[src/rtl/regfile_access_ctrl.sv]
// regfile_access_ctrl
//
// Sequences a single-port 64x32 register file that does either one
// two-operand read or one write per clock edge. Write-back traffic is queued
// in a small FIFO write buffer. Decode reads are served whenever the buffer
// allows it. A write is forced when any of these holds:
//   - the buffer is full
//   - a pending entry targets one of the read operands
//   - the buffer has waited MAX_WAIT cycles without draining
//
// Ports
//   clock, reset                 system clock, synchronous active-high reset
//   rd_req / rd_rs_addr / rd_rt_addr   decode read request and operand addresses
//   rd_ack                       read issued to the register file this cycle
//   rd_valid, rd_rs_data, rd_rt_data   operand data, one cycle after rd_ack
//   wb_req / wb_addr / wb_data   write-back offer
//   wb_ready                     buffer can accept a write this cycle
//   wb_count                     number of buffered writes
//   rf_rs_addr, rf_rt_addr, rf_rd_addr, rf_write, rf_data_in   register file controls
//   rf_rs, rf_rt                 register file read data
module regfile_access_ctrl #(
   parameter int WB_DEPTH = 4,
   parameter int MAX_WAIT = 8
) (
   input  logic                       clock,
   input  logic                       reset,
   input  logic                       rd_req,
   input  logic [5:0]                 rd_rs_addr,
   input  logic [5:0]                 rd_rt_addr,
   output logic                       rd_ack,
   output logic                       rd_valid,
   output logic [31:0]                rd_rs_data,
   output logic [31:0]                rd_rt_data,
   input  logic                       wb_req,
   input  logic [5:0]                 wb_addr,
   input  logic [31:0]                wb_data,
   output logic                       wb_ready,
   output logic [$clog2(WB_DEPTH):0]  wb_count,
   output logic [5:0]                 rf_rs_addr,
   output logic [5:0]                 rf_rt_addr,
   output logic [5:0]                 rf_rd_addr,
   output logic                       rf_write,
   output logic [31:0]                rf_data_in,
   input  logic [31:0]                rf_rs,
   input  logic [31:0]                rf_rt
);

   localparam int PTR_W = $clog2(WB_DEPTH);
   localparam int CNT_W = PTR_W + 1;
   localparam int AGE_W = $clog2(MAX_WAIT + 1);

   typedef enum logic [1:0] {
      OP_IDLE  = 2'b00,
      OP_READ  = 2'b01,
      OP_WRITE = 2'b10
   } op_e;

   logic [5:0]          buf_addr_q [WB_DEPTH];
   logic [5:0]          buf_addr_d [WB_DEPTH];
   logic [31:0]         buf_data_q [WB_DEPTH];
   logic [31:0]         buf_data_d [WB_DEPTH];
   logic [WB_DEPTH-1:0] buf_vld_q, buf_vld_d;
   logic [PTR_W-1:0]    head_q, head_d;
   logic [PTR_W-1:0]    tail_q, tail_d;
   logic [CNT_W-1:0]    count_q, count_d;
   logic [AGE_W-1:0]    age_q, age_d;
   logic                rd_valid_q, rd_valid_d;

   logic empty_s, full_s, hazard_s, age_max_s, enq_s, deq_s;
   op_e  op_s;

   assign empty_s   = (count_q == {CNT_W{1'b0}});
   assign full_s    = (count_q == CNT_W'(WB_DEPTH));
   assign age_max_s = (age_q == AGE_W'(MAX_WAIT));

   // A read hazards when either operand matches any still-buffered write.
   always_comb begin
      hazard_s = 1'b0;
      for (int i = 0; i < WB_DEPTH; i++) begin
         hazard_s = hazard_s | (buf_vld_q[i] &
                    ((buf_addr_q[i] == rd_rs_addr) | (buf_addr_q[i] == rd_rt_addr)));
      end
      hazard_s = hazard_s & rd_req;
   end

   // Pick this cycle's register-file operation.
   // An empty buffer never writes, so a write offered alongside a read is
   // ordered after it and the read sees the old value.
   always_comb begin
      op_s = OP_IDLE;
      if (reset) begin
         op_s = OP_IDLE;
      end else if (empty_s) begin
         if (rd_req) begin
            op_s = OP_READ;
         end else begin
            op_s = OP_IDLE;
         end
      end else if (full_s || hazard_s || age_max_s || !rd_req) begin
         op_s = OP_WRITE;
      end else begin
         op_s = OP_READ;
      end
   end

   assign rd_ack     = (op_s == OP_READ);
   assign rf_write   = (op_s == OP_WRITE);
   assign wb_ready   = !reset && !full_s;
   assign enq_s      = wb_req && wb_ready;
   assign deq_s      = rf_write;

   assign rf_rs_addr = rd_rs_addr;
   assign rf_rt_addr = rd_rt_addr;
   assign rf_rd_addr = buf_addr_q[head_q];
   assign rf_data_in = buf_data_q[head_q];
   assign rd_rs_data = rf_rs;
   assign rd_rt_data = rf_rt;
   assign rd_valid   = rd_valid_q;
   assign wb_count   = count_q;

   // Next state of the write buffer, its age counter and the read-valid flag.
   // Enqueue and dequeue never touch the same slot: dequeue needs a non-empty
   // buffer and enqueue needs a non-full one.
   always_comb begin
      buf_addr_d = buf_addr_q;
      buf_data_d = buf_data_q;
      buf_vld_d  = buf_vld_q;
      head_d     = head_q;
      tail_d     = tail_q;
      count_d    = count_q;
      age_d      = age_q;
      rd_valid_d = rd_ack;

      if (deq_s) begin
         buf_vld_d[head_q] = 1'b0;
         head_d            = head_q + PTR_W'(1);
      end else begin
         head_d = head_q;
      end

      if (enq_s) begin
         buf_addr_d[tail_q] = wb_addr;
         buf_data_d[tail_q] = wb_data;
         buf_vld_d[tail_q]  = 1'b1;
         tail_d             = tail_q + PTR_W'(1);
      end else begin
         tail_d = tail_q;
      end

      case ({enq_s, deq_s})
         2'b10:   count_d = count_q + CNT_W'(1);
         2'b01:   count_d = count_q - CNT_W'(1);
         default: count_d = count_q;
      endcase

      if (empty_s || deq_s) begin
         age_d = {AGE_W{1'b0}};
      end else if (age_max_s) begin
         age_d = age_q;
      end else begin
         age_d = age_q + AGE_W'(1);
      end
   end

   // State registers; reset discards buffered writes and any pending read.
   always_ff @(posedge clock) begin
      if (reset) begin
         for (int i = 0; i < WB_DEPTH; i++) begin
            buf_addr_q[i] <= 6'd0;
            buf_data_q[i] <= 32'd0;
         end
         buf_vld_q  <= {WB_DEPTH{1'b0}};
         head_q     <= {PTR_W{1'b0}};
         tail_q     <= {PTR_W{1'b0}};
         count_q    <= {CNT_W{1'b0}};
         age_q      <= {AGE_W{1'b0}};
         rd_valid_q <= 1'b0;
      end else begin
         buf_addr_q <= buf_addr_d;
         buf_data_q <= buf_data_d;
         buf_vld_q  <= buf_vld_d;
         head_q     <= head_d;
         tail_q     <= tail_d;
         count_q    <= count_d;
         age_q      <= age_d;
         rd_valid_q <= rd_valid_d;
      end
   end

endmodule

[config.mk]
export PLATFORM = sky130hd
export DESIGN_NAME = regfile_access_ctrl
export DESIGN_NICKNAME = d
export VERILOG_FILES = /design/src/rtl/regfile_access_ctrl.sv
export SDC_FILE = /design/constraint.sdc
export NUM_CORES = 1
export LEC_CHECK = 0
export ABC_AREA = 1
export CORE_AREA = 2 2 142 144
export DETAILED_ROUTE_END_ITERATION = 16
export DIE_AREA = 0 0 144 146
export DONT_BUFFER_PORTS = 1
export GPL_TIMING_DRIVEN = 0
export SLEW_MARGIN = 25
export SYNTH_ARGS = -nofsm -noshare
export SYNTH_HDL_FRONTEND = slang
export SYNTH_SLANG_ARGS = --single-unit
[constraint.sdc]
create_clock -name clock -period 5.9 [get_ports clock]
set_clock_uncertainty 0.1 [all_clocks]
set_input_delay 1.18 -clock clock [delete_from_list [all_inputs] [get_ports clock]]
set_output_delay 1.18 -clock clock [all_outputs]
set_load 0.02 [all_outputs]
# ---- Yosys cells after proc, flatten, opt, wreduce, memory -nomap -nowiden
# Cells that the tools add are included.
# W data, S select, Z words.
dict set report word_totals {
  mem_count 0
  latchBits 0
  rom_bits 0
  out_inout_bits 121
  word_cells 95
  ram_bits 0
  register_bits 168
  inputBits 118
}
dict set report op_classes {
  n_reduce_logical 15
  add_sub_neg 5
  bitwise_logic 17
  magnitude_cmp 7
  n_mul 0
  eq_ne 14
  div 0
  shift 0
  muxes 23
}
# operator count
set op_table {}
lappend op_table {{$bwmux W128} 1}
lappend op_table {{$mux W32} 3}
lappend op_table {{$bmux W32 S2} 1}
lappend op_table {{$demux W32 S2} 1}
lappend op_table {{$eq A6 B6 Y1} 8}
lappend op_table {{$bwmux W24} 1}
lappend op_table {{$mux W6} 3}
lappend op_table {{$bmux W6 S2} 1}
lappend op_table {{$demux W6 S2} 1}
lappend op_table {{$mux W4} 2}
lappend op_table {{$or A1 B1 Y1} 7}
lappend op_table {{$ge A3 B3 Y1 const B} 2}
lappend op_table {{$lt A2 B3 Y1 const B} 2}
lappend op_table {{$mux W2} 3}
lappend op_table {{$not A2 Y3} 2}
lappend op_table {{$pmux W3 S2} 1}
lappend op_table {{$and A1 B1 Y1} 5}
lappend op_table {{$logic_and A1 B1 Y1} 5}
lappend op_table {{$add A2 B1 Y2 const B} 2}
lappend op_table {{$add A4 B1 Y4 const B} 1}
lappend op_table {{$and A4 B4 Y4} 1}
lappend op_table {{$demux W1 S2} 2}
lappend op_table {{$eq A2 B1 Y1 const B} 2}
lappend op_table {{$eq A2 B2 Y1 const B} 2}
lappend op_table {{other kinds (14)} 22}

# ---- Logic depth before layout (Yosys ltp)
# Gate-level depths: netlist (run 1).
dict set report logic_depth {
  depth_word 17
  ltp_mapped 19
  depth_no_buf 19
}

# ---- Worst setup path before layout (run 1)
# No wires, ideal clock.
dict set report synth_path {
  path_kind {input to output}
  from {input rd_rs_addr[2]}
  to {output rd_ack}
  path_slack_ps 2479
  required_time_ps 4620
  cell_stages 11
  n_path_buf 0
  t_arrival_ps 2141
  path_cell_list {inv_2 > nand2_1 > nand2_1 > nor2_1 > nand3_1 > nand2_1 > nand2_1 > nand2_1 > nor2_2 > nand2_4 > a21oi_1}
}
dict set report synth_via {
  elab_chain_cells 14
  word_cells_on_any_way 23
  classes_between {eq/ne: 5; mux: 3; bitwise: 12; reduce/logical: 3}
}
# element line_no
set synth_rtl {}
lappend synth_rtl {{start, declared} 28} ;# input logic [5:0] rd_rs_addr,
lappend synth_rtl {{$eq A6 B6 Y1} 81} ;# ((buf_addr_q[i] == rd_rs_addr) | (buf_addr_q[i] == rd_rt_addr)));
lappend synth_rtl {{$or A1 B1 Y1} 81}
lappend synth_rtl {{$and A1 B1 Y1} 80} ;# hazard_s = hazard_s | (buf_vld_q[i] &
lappend synth_rtl {{$or A1 B1 Y1 (2 in series)} 80}
lappend synth_rtl {{$or A1 B1 Y1 *} 80}
lappend synth_rtl {{$and A1 B1 Y1 *} 83} ;# hazard_s = hazard_s & rd_req;
lappend synth_rtl {{$logic_or A1 B1 Y1 * (3 in series)} 99} ;# end else if (full_s || hazard_s || age_max_s || !rd_req) begin
lappend synth_rtl {{$mux W2 *} 99}
lappend synth_rtl {{$mux W2 *} 93} ;# end else if (empty_s) begin
lappend synth_rtl {{$mux W2 *} 91} ;# if (reset) begin
lappend synth_rtl {{$eq A2 B1 Y1 *} 106} ;# assign rd_ack = (op_s == OP_READ);
lappend synth_rtl {{end, declared} 30} ;# output logic rd_ack,
# Mark *: on every way between the ends. The rest lies on a longest branch, timed or not.

# ---- Worst setup path in the final report (run 1)
dict set report layout_path {
  from {register head_q[0]}
  to {output rf_data_in[30]}
}
dict set report layout_via {
  elab_chain_cells 4
}
# element line_no
set layout_rtl {}
lappend layout_rtl {{start, declared} 63} ;# logic [PTR_W-1:0] head_q, head_d;
lappend layout_rtl {{start signal, assigned} 173} ;# head_q <= {PTR_W{1'b0}};
lappend layout_rtl {{$not A2 Y3 (implied by the code)} 115} ;# assign rf_data_in = buf_data_q[head_q];
lappend layout_rtl {{$bmux W32 S2} 115}
lappend layout_rtl {{$mux W32 (implied by the code) (2 in series)} 115}
lappend layout_rtl {{end, declared} 43} ;# output logic [31:0] rf_data_in,
# Every way passes these cells. The select of a mux whose other input is x is not followed.

==> results of run 1 <==
-- sequential cells by signal, summed over array words and instances (netlist names) --
register / count
tail_q: 2
rd_valid: 1
wb_count: 3
buf_data_q: 128
buf_addr_q: 24
head_q: 2
buf_vld_q: 4
age_q: 4
-- metrics by stage --
step | power, W | hold slack [ns] | util, %
after global routing | 0.002998 | 0.3723 | 49.37
after global placement | 0.001794 | 0.3431 | 46.45
after detailed placement | 0.001797 | 0.3489 | 46.45
after floorplan | 0.001653 | 0.3354 | -
final | 0.002884 | 0.3591 | 49.37
after CTS | 0.002888 | 0.3584 | 49.37
-- worst max-delay path by stage --
stage | from | end | cells past startpoint | slack, ns
6_report | head_q[0] | rf_data_in[30] | 4 | 2.01
2_1_floorplan | rd_rs_addr[2] | rd_ack | 11 | 2.48
5_1_grt | head_q[0] | rf_data_in[30] | 4 | 1.96
3_5_place_dp | rd_rt_addr[2] | rd_ack | 11 | 2.24
4_1_cts | head_q[0] | rf_data_in[30] | 4 | 2.07
3_3_place_gp | rd_rt_addr[0] | rd_ack | 9 | 2.25
-- per-layer routing --
layer / vias to the layer above / global-route usage, %
met5: - / 0
met4: 0 / 7.941
met3: 45 / 6.943
met2: 339 / 42.43
met1: 3849 / 35.57
li1: 4050 / -
-- worst max-delay path: stages, from the launching register on --
cell and delay [ns]:
dfxtp_1 0.44, clkbuf_1 0.43, clkbuf_1 0.51, o21ai_0 0.18, o22ai_1 0.61
-- cells in the mapped netlist, drive strengths merged (2+ instances only) --
cell type and number:
a21oi 179, buf 109, clkbuf 55, dfxtp 168, ha 11, inv 44
nand2 248, nand3 152, nand4 2, nor2 98, nor3 2, o21ai 97
o22ai 34, xor2 20
-- logic make-up (layout without fill, tap and decap cells) --
group / count (synthesis) / in the layout
XOR/XNOR: 20 / 20
buffers and inverters: 209 / 241
AND/OR/NAND/NOR: 503 / 503
AO/OA/AOI/OAI: 311 / 311
flip-flops: 168 / 168
adder cells (fa/ha/maj): 12 / 12
-- area by class of cell --
class,instances,area share (%)
Clock buffer,20,4.680
Buffer,164,10.89
Clock inverter,12,1.232
Multi-Input combinational cell,846,42.69
Tap cell,265,3.474
Inverter,45,1.796
Sequential cell,168,35.23
-- power by group through the flow --
stage / Combinational (W) / Sequential (W) / Clock, W
6_report: 0.000580 / 0.00120 / 0.00111
5_1_grt: 0.000632 / 0.00120 / 0.00117
4_1_cts: 0.000578 / 0.00120 / 0.00112
3_5_place_dp: 0.000576 / 0.00122 / 0
3_3_place_gp: 0.000573 / 0.00122 / 0
2_1_floorplan: 0.000438 / 0.00121 / 0
==> impl_metrics.json, run 1 <==
{
  "synthAdderAreaFrac_pct": 1.823,
  "wl_met3_um": 2461,
  "ys.flop_type": "dfxtp_1",
  "finalCritPeriodShare_pct": 65.87,
  "synth_mux_area_share_pct": 0,
  "holdBufCountCts": 0,
  "layout-drive-gt1-share_pct": 12.67,
  "pwr-share-clk_pct": 38.4,
  "start_util_pct": 44.74,
  "crit_fanout": 10,
  "die_h_um": 146,
  "antenna_found_initial": 0,
  "io_pins": 239,
  "final_area_mm2": 0.009545,
  "ys_ff_latch": 168,
  "maxSlewViolCount": 0,
  "final-seq-area_mm2": 0.003363,
  "die_area_mm2": 0.02102,
  "synth_top_cell_by_area": "dfxtp_1",
  "post_drt_wl_per_cell_um": 18.78,
  "hold_end": "buf_data_q[89]",
  "drv_cap": 0,
  "clockBufferDepth": 2,
  "synth_area_mm2": 0.008650,
  "power.density_mw_per_mm2": 302.2,
  "numPortBuffers": 0,
  "vias": 8283,
  "vdd_drop_max_mv": 0.2080,
  "layout_commonest_cell": "nand2_1",
  "postPlaceCellArea_mm2": 0.008981,
  "grt_pass1_wl_um": 43240,
  "final_hold_viol_count": 0,
  "max_slew_margin_pct": 52.50,
  "r2r_slack_ns": 3.07,
  "cts_sinks": 168,
  "synth_simple_gate_area_share_pct": 24.69,
  "avgSynthCellArea_um2": 7.072,
  "setup_violations": 0,
  "synth_top_family_by_area": "simple AND/OR/NAND/NOR gates",
  "drtIter0Drc": 755,
  "reg2reg_to": "wb_count[2]",
  "hp-class": "register to register",
  "worstPathArrival_ns": 2.61,
  "ctsResizeCount": 0,
  "drtPass1Iterations": 5,
  "gr-total-overflow": 0,
  "synth-edff-count": 0,
  "gp_congestion": 0.9013,
  "switchingPower_w": 0.0009576,
  "timing.fmax_ghz": 0.2573,
  "htreeDepth": 4,
  "wirelength_met1_um": 12140,
  "rows": 51,
  "status": "finished clean",
  "rsz0062_at_grt": "false",
  "end_kind": "output pin",
  "p_comb_share_pct": 20.1,
  "insertion_delay_ns": 0.44,
  "final_cells": 1520,
  "start_kind": "register",
  "via_per_inst": 5.449,
  "grt_use_total_pct": 26.69,
  "fp.dieW_um": 144,
  "yosysSeqAreaShare_pct": 38.88,
  "finalWorstSetupSlack_ns": 2.014,
  "grt_max_degree": 17,
  "yosysWarningCount": 0,
  "tightest_slew_ns": 0.7232,
  "synth_compound_gate_area_share_pct": 18.57,
  "hold_start": "buf_data_q[89]",
  "core_area_mm2": 0.01933,
  "synth_xor_area_share_pct": 2.025,
  "pwr-share-seq_pct": 41.5,
  "finalWirelength_um": 28550,
  "drtAntennaViolNets": 0,
  "period_minus_slack_ns": 3.886,
  "cp.required_ns": 4.62,
  "fin_nets": 1372,
  "dp_slack_ns": 2.237,
  "cts_tree": "built",
  "synthTopCellsByArea": "dfxtp_1, nand2_1, a21oi_1",
  "first_global_vias": 7676,
  "totalNegativeSetupSlack_ns": 0,
  "area_growth_syn_to_layout_pct": 10.36,
  "hold_path_depth": 2,
  "cts_made_buffers": 17,
  "nFillCells": 2024,
  "antenna_cells": 0,
  "dpl.cell_count": 1488,
  "p_sw_share_pct": 33.20,
  "async_flop_share_pct": 0,
  "cts_root_buf": "clkbuf_16",
  "dr_wl_met2_um": 13400,
  "cts_setup_buffers": 0,
  "synth_cells": 1223,
  "multi_input_area_mm2": 0.004075,
  "r2r_start": "buf_addr_q[21]",
  "place_hpwl_um": 20210,
  "worstSetupPathType": "register to output pin",
  "layout_common_cells": "nand2_1, a21oi_1, dfxtp_1",
  "intPower_w": 0.001927,
  "synth_top_area_share_pct": 38.88,
  "top_layer": "met4",
  "reg2reg_depth": 19,
  "synth.distinct_cells": 29,
  "drc": 0,
  "synth_nets": 1353,
  "path_clk_slew_ns": 0.07,
  "p_leak_nw": 3.650
}
Power figures use the tool's default switching activity.
==> run 2, diff against run 1 <==
clock period = 3.8 ns   (was 5.9 ns; I/O delays follow)
==> results of run 2 <==
The final DEF is identical to that of run 1. Status: finished clean.
Among the figures that moved: setup slack after placement 2.237 ns -> 0.7125 ns; setup slack after layout 2.014 ns -> 0.3337 ns; register-to-register setup slack 3.07 ns -> 0.97 ns; total power 0.002884 W -> 0.004479 W; worst IR drop on VDD 0.2080 mV -> 0.3229 mV
==> run 3, diff against run 2 <==
GPL_TIMING_DRIVEN = not set   (was 0)
==> run 3 against run 2 <==
Against the previous run: critical path depth increased by 4; register-to-register slack improved by 0.06 ns; sequential cell count unchanged; clock power about the same; wire length decreased by 15%; power decreased by 4.1%; combinational power decreased by 22%; critical path type unchanged; critical endpoint is now rd_ack; highest routed layer unchanged.
==> impl_metrics.json, run 3 (synthesis gave the netlist of run 1 again) <==
{
  "status": "finished clean",
  "whs_ns": 0.3242,
  "ctsResizeCount": 0,
  "hold_path_depth": 1,
  "path_depth": 8,
  "cp_slowest_cell": "a21oi_1",
  "tightest_slew_ns": 0.8955,
  "maxSlewViolCount": 0,
  "drv_cap": 0,
  "final_hold_viol_count": 0,
  "crit_fanout": 7,
  "first_global_vias": 6978,
  "p_leak_nw": 3.195,
  "postPlaceCellArea_mm2": 0.008125,
  "drc": 0,
  "r2r_start": "wb_count[2]",
  "numPortBuffers": 0,
  "finalWirelength_um": 24170,
  "period_minus_slack_ns": 3.063,
  "post_drt_wl_per_cell_um": 17.55,
  "area_growth_syn_to_layout_pct": 0.7233,
  "vdd_drop_max_mv": 0.2983,
  "holdBufCountCts": 0,
  "gr-total-overflow": 0,
  "reg2reg_depth": 15,
  "antenna_found_initial": 0,
  "timing.fmax_ghz": 0.3265,
  "max_slew_margin_pct": 40.30,
  "clockBufferDepth": 2,
  "via_per_inst": 5.514,
  "grt_use_total_pct": 22.95,
  "final_area_mm2": 0.008712,
  "start_util_pct": 44.74,
  "layout_commonest_cell": "nand2_1",
  "finalCritPeriodShare_pct": 80.61,
  "worstPathArrival_ns": 2.20,
  "io_pins": 239,
  "grt_max_degree": 146,
  "gp_congestion": 0.8964,
  "reg2reg_to": "wb_count[2]",
  "hp-class": "input port to register",
  "cts_sinks": 168,
  "layout-drive-gt1-share_pct": 6.745,
  "critical_path.top_delay_family": "simple AND/OR/NAND/NOR gates",
  "drtPass1Iterations": 6,
  "vias": 7593,
  "fin_util_pct": 45.06,
  "cts_tree": "built",
  "rsz0062_at_grt": "false",
  "htreeDepth": 4,
  "antenna_cells": 0,
  "cts_setup_buffers": 0,
  "power.density_mw_per_mm2": 493.0,
  "drtIter0Drc": 571,
  "finalWorstSetupSlack_ns": 0.7370,
  "largest_reg_flops": 128,
  "path_clk_slew_ns": 0.06,
  "cts_made_buffers": 17,
  "reg_top3": "buf_data_q (128), buf_addr_q (24)",
  "insertion_delay_ns": 0.42,
  "die_h_um": 146,
  "grt_pass1_wl_um": 38230,
  "layout_common_cells": "nand2_1, a21oi_1, dfxtp_1",
  "worstPathCellList": "inv_1, ha_1, nand3_1, and3b_1, nand2_1, nor2_2, nand2_4, a21oi_1",
  "hold_end": "wb_count[1]",
  "fp.dieW_um": 144,
  "max_stage_delay_ns": 0.45,
  "hold_start": "reset",
  "start_kind": "register",
  "dp_slack_ns": 0.7971,
  "worstSetupPathType": "register to output pin",
  "end_kind": "output pin",
  "drtAntennaViolNets": 0,
  "crit_buf_inv": 1,
  "largest_register": "buf_data_q",
  "fin_nets": 1229,
  "cp.required_ns": 2.94,
  "core_area_mm2": 0.01933,
  "rows": 51,
  "setup_violations": 0,
  "die_area_mm2": 0.02102,
  "place_hpwl_um": 14150,
  "totalNegativeSetupSlack_ns": 0,
  "cts_root_buf": "clkbuf_16",
  "r2r_slack_ns": 1.03
}
[run 3: cell types whose count changed in the layout (fill, tap and decap cells not counted), moves of 2 or more]
cell,change
clkbuf_1,-56
buf_6,-9
buf_12,+2
buf_2,-9
buf_4,-70
[run 3: area by class of cell]
class / instances / area, um^2
fillers: 2045 / 10620
multi-input cells: 846 / 4075
flip-flops and latches: 168 / 3364
clock buffers: 19 / 442.9
well taps: 265 / 331.6
repair buffers: 21 / 182.7
inverters: 45 / 171.4
clock inverters: 13 / 143.9
[run 3: report_power, final]
part | internal (W) | total (W) | switching [W] | leakage, nW
Combinational | 0.000187 | 0.000706 | 0.000519 | 1.55
Sequential | 0.00181 | 0.00186 | 0.0000413 | 1.36
Clock | 0.000994 | 0.00173 | 0.000740 | 0.282
Total | 0.00300 | 0.00430 | 0.00130 | 3.19
[run 3: routing by layer]
| metal | routed length [um] | global-route usage (%) |
|---|---|---|
| met5 | 0 | 0 |
| met4 | 352 | 6.127 |
| met3 | 1628 | 5.824 |
| met2 | 11360 | 37.05 |
| met1 | 10830 | 30.46 |
[run 3: worst max path at each step]
stage | endpoint | slack (ns) | start
6_report | rd_ack | 0.74 | age_q[0]
5_1_grt | rf_data_in[14] | 0.59 | head_q[0]
4_1_cts | rd_ack | 0.71 | age_q[0]
3_5_place_dp | wb_count[2] | 0.80 | rd_rs_addr[0]
3_3_place_gp | wb_count[2] | 0.80 | rd_rs_addr[0]
2_1_floorplan | wb_count[2] | 1.04 | rd_rs_addr[2]
[run 3: stage by stage]
step / power (W) / cells
global placement: 0.002599 / 1345
global route: 0.004483 / 1377
finish: 0.004295 / 1377
CTS: 0.004335 / 1377
floorplan: 0.002566 / 1223
detailed placement: 0.002601 / 1345
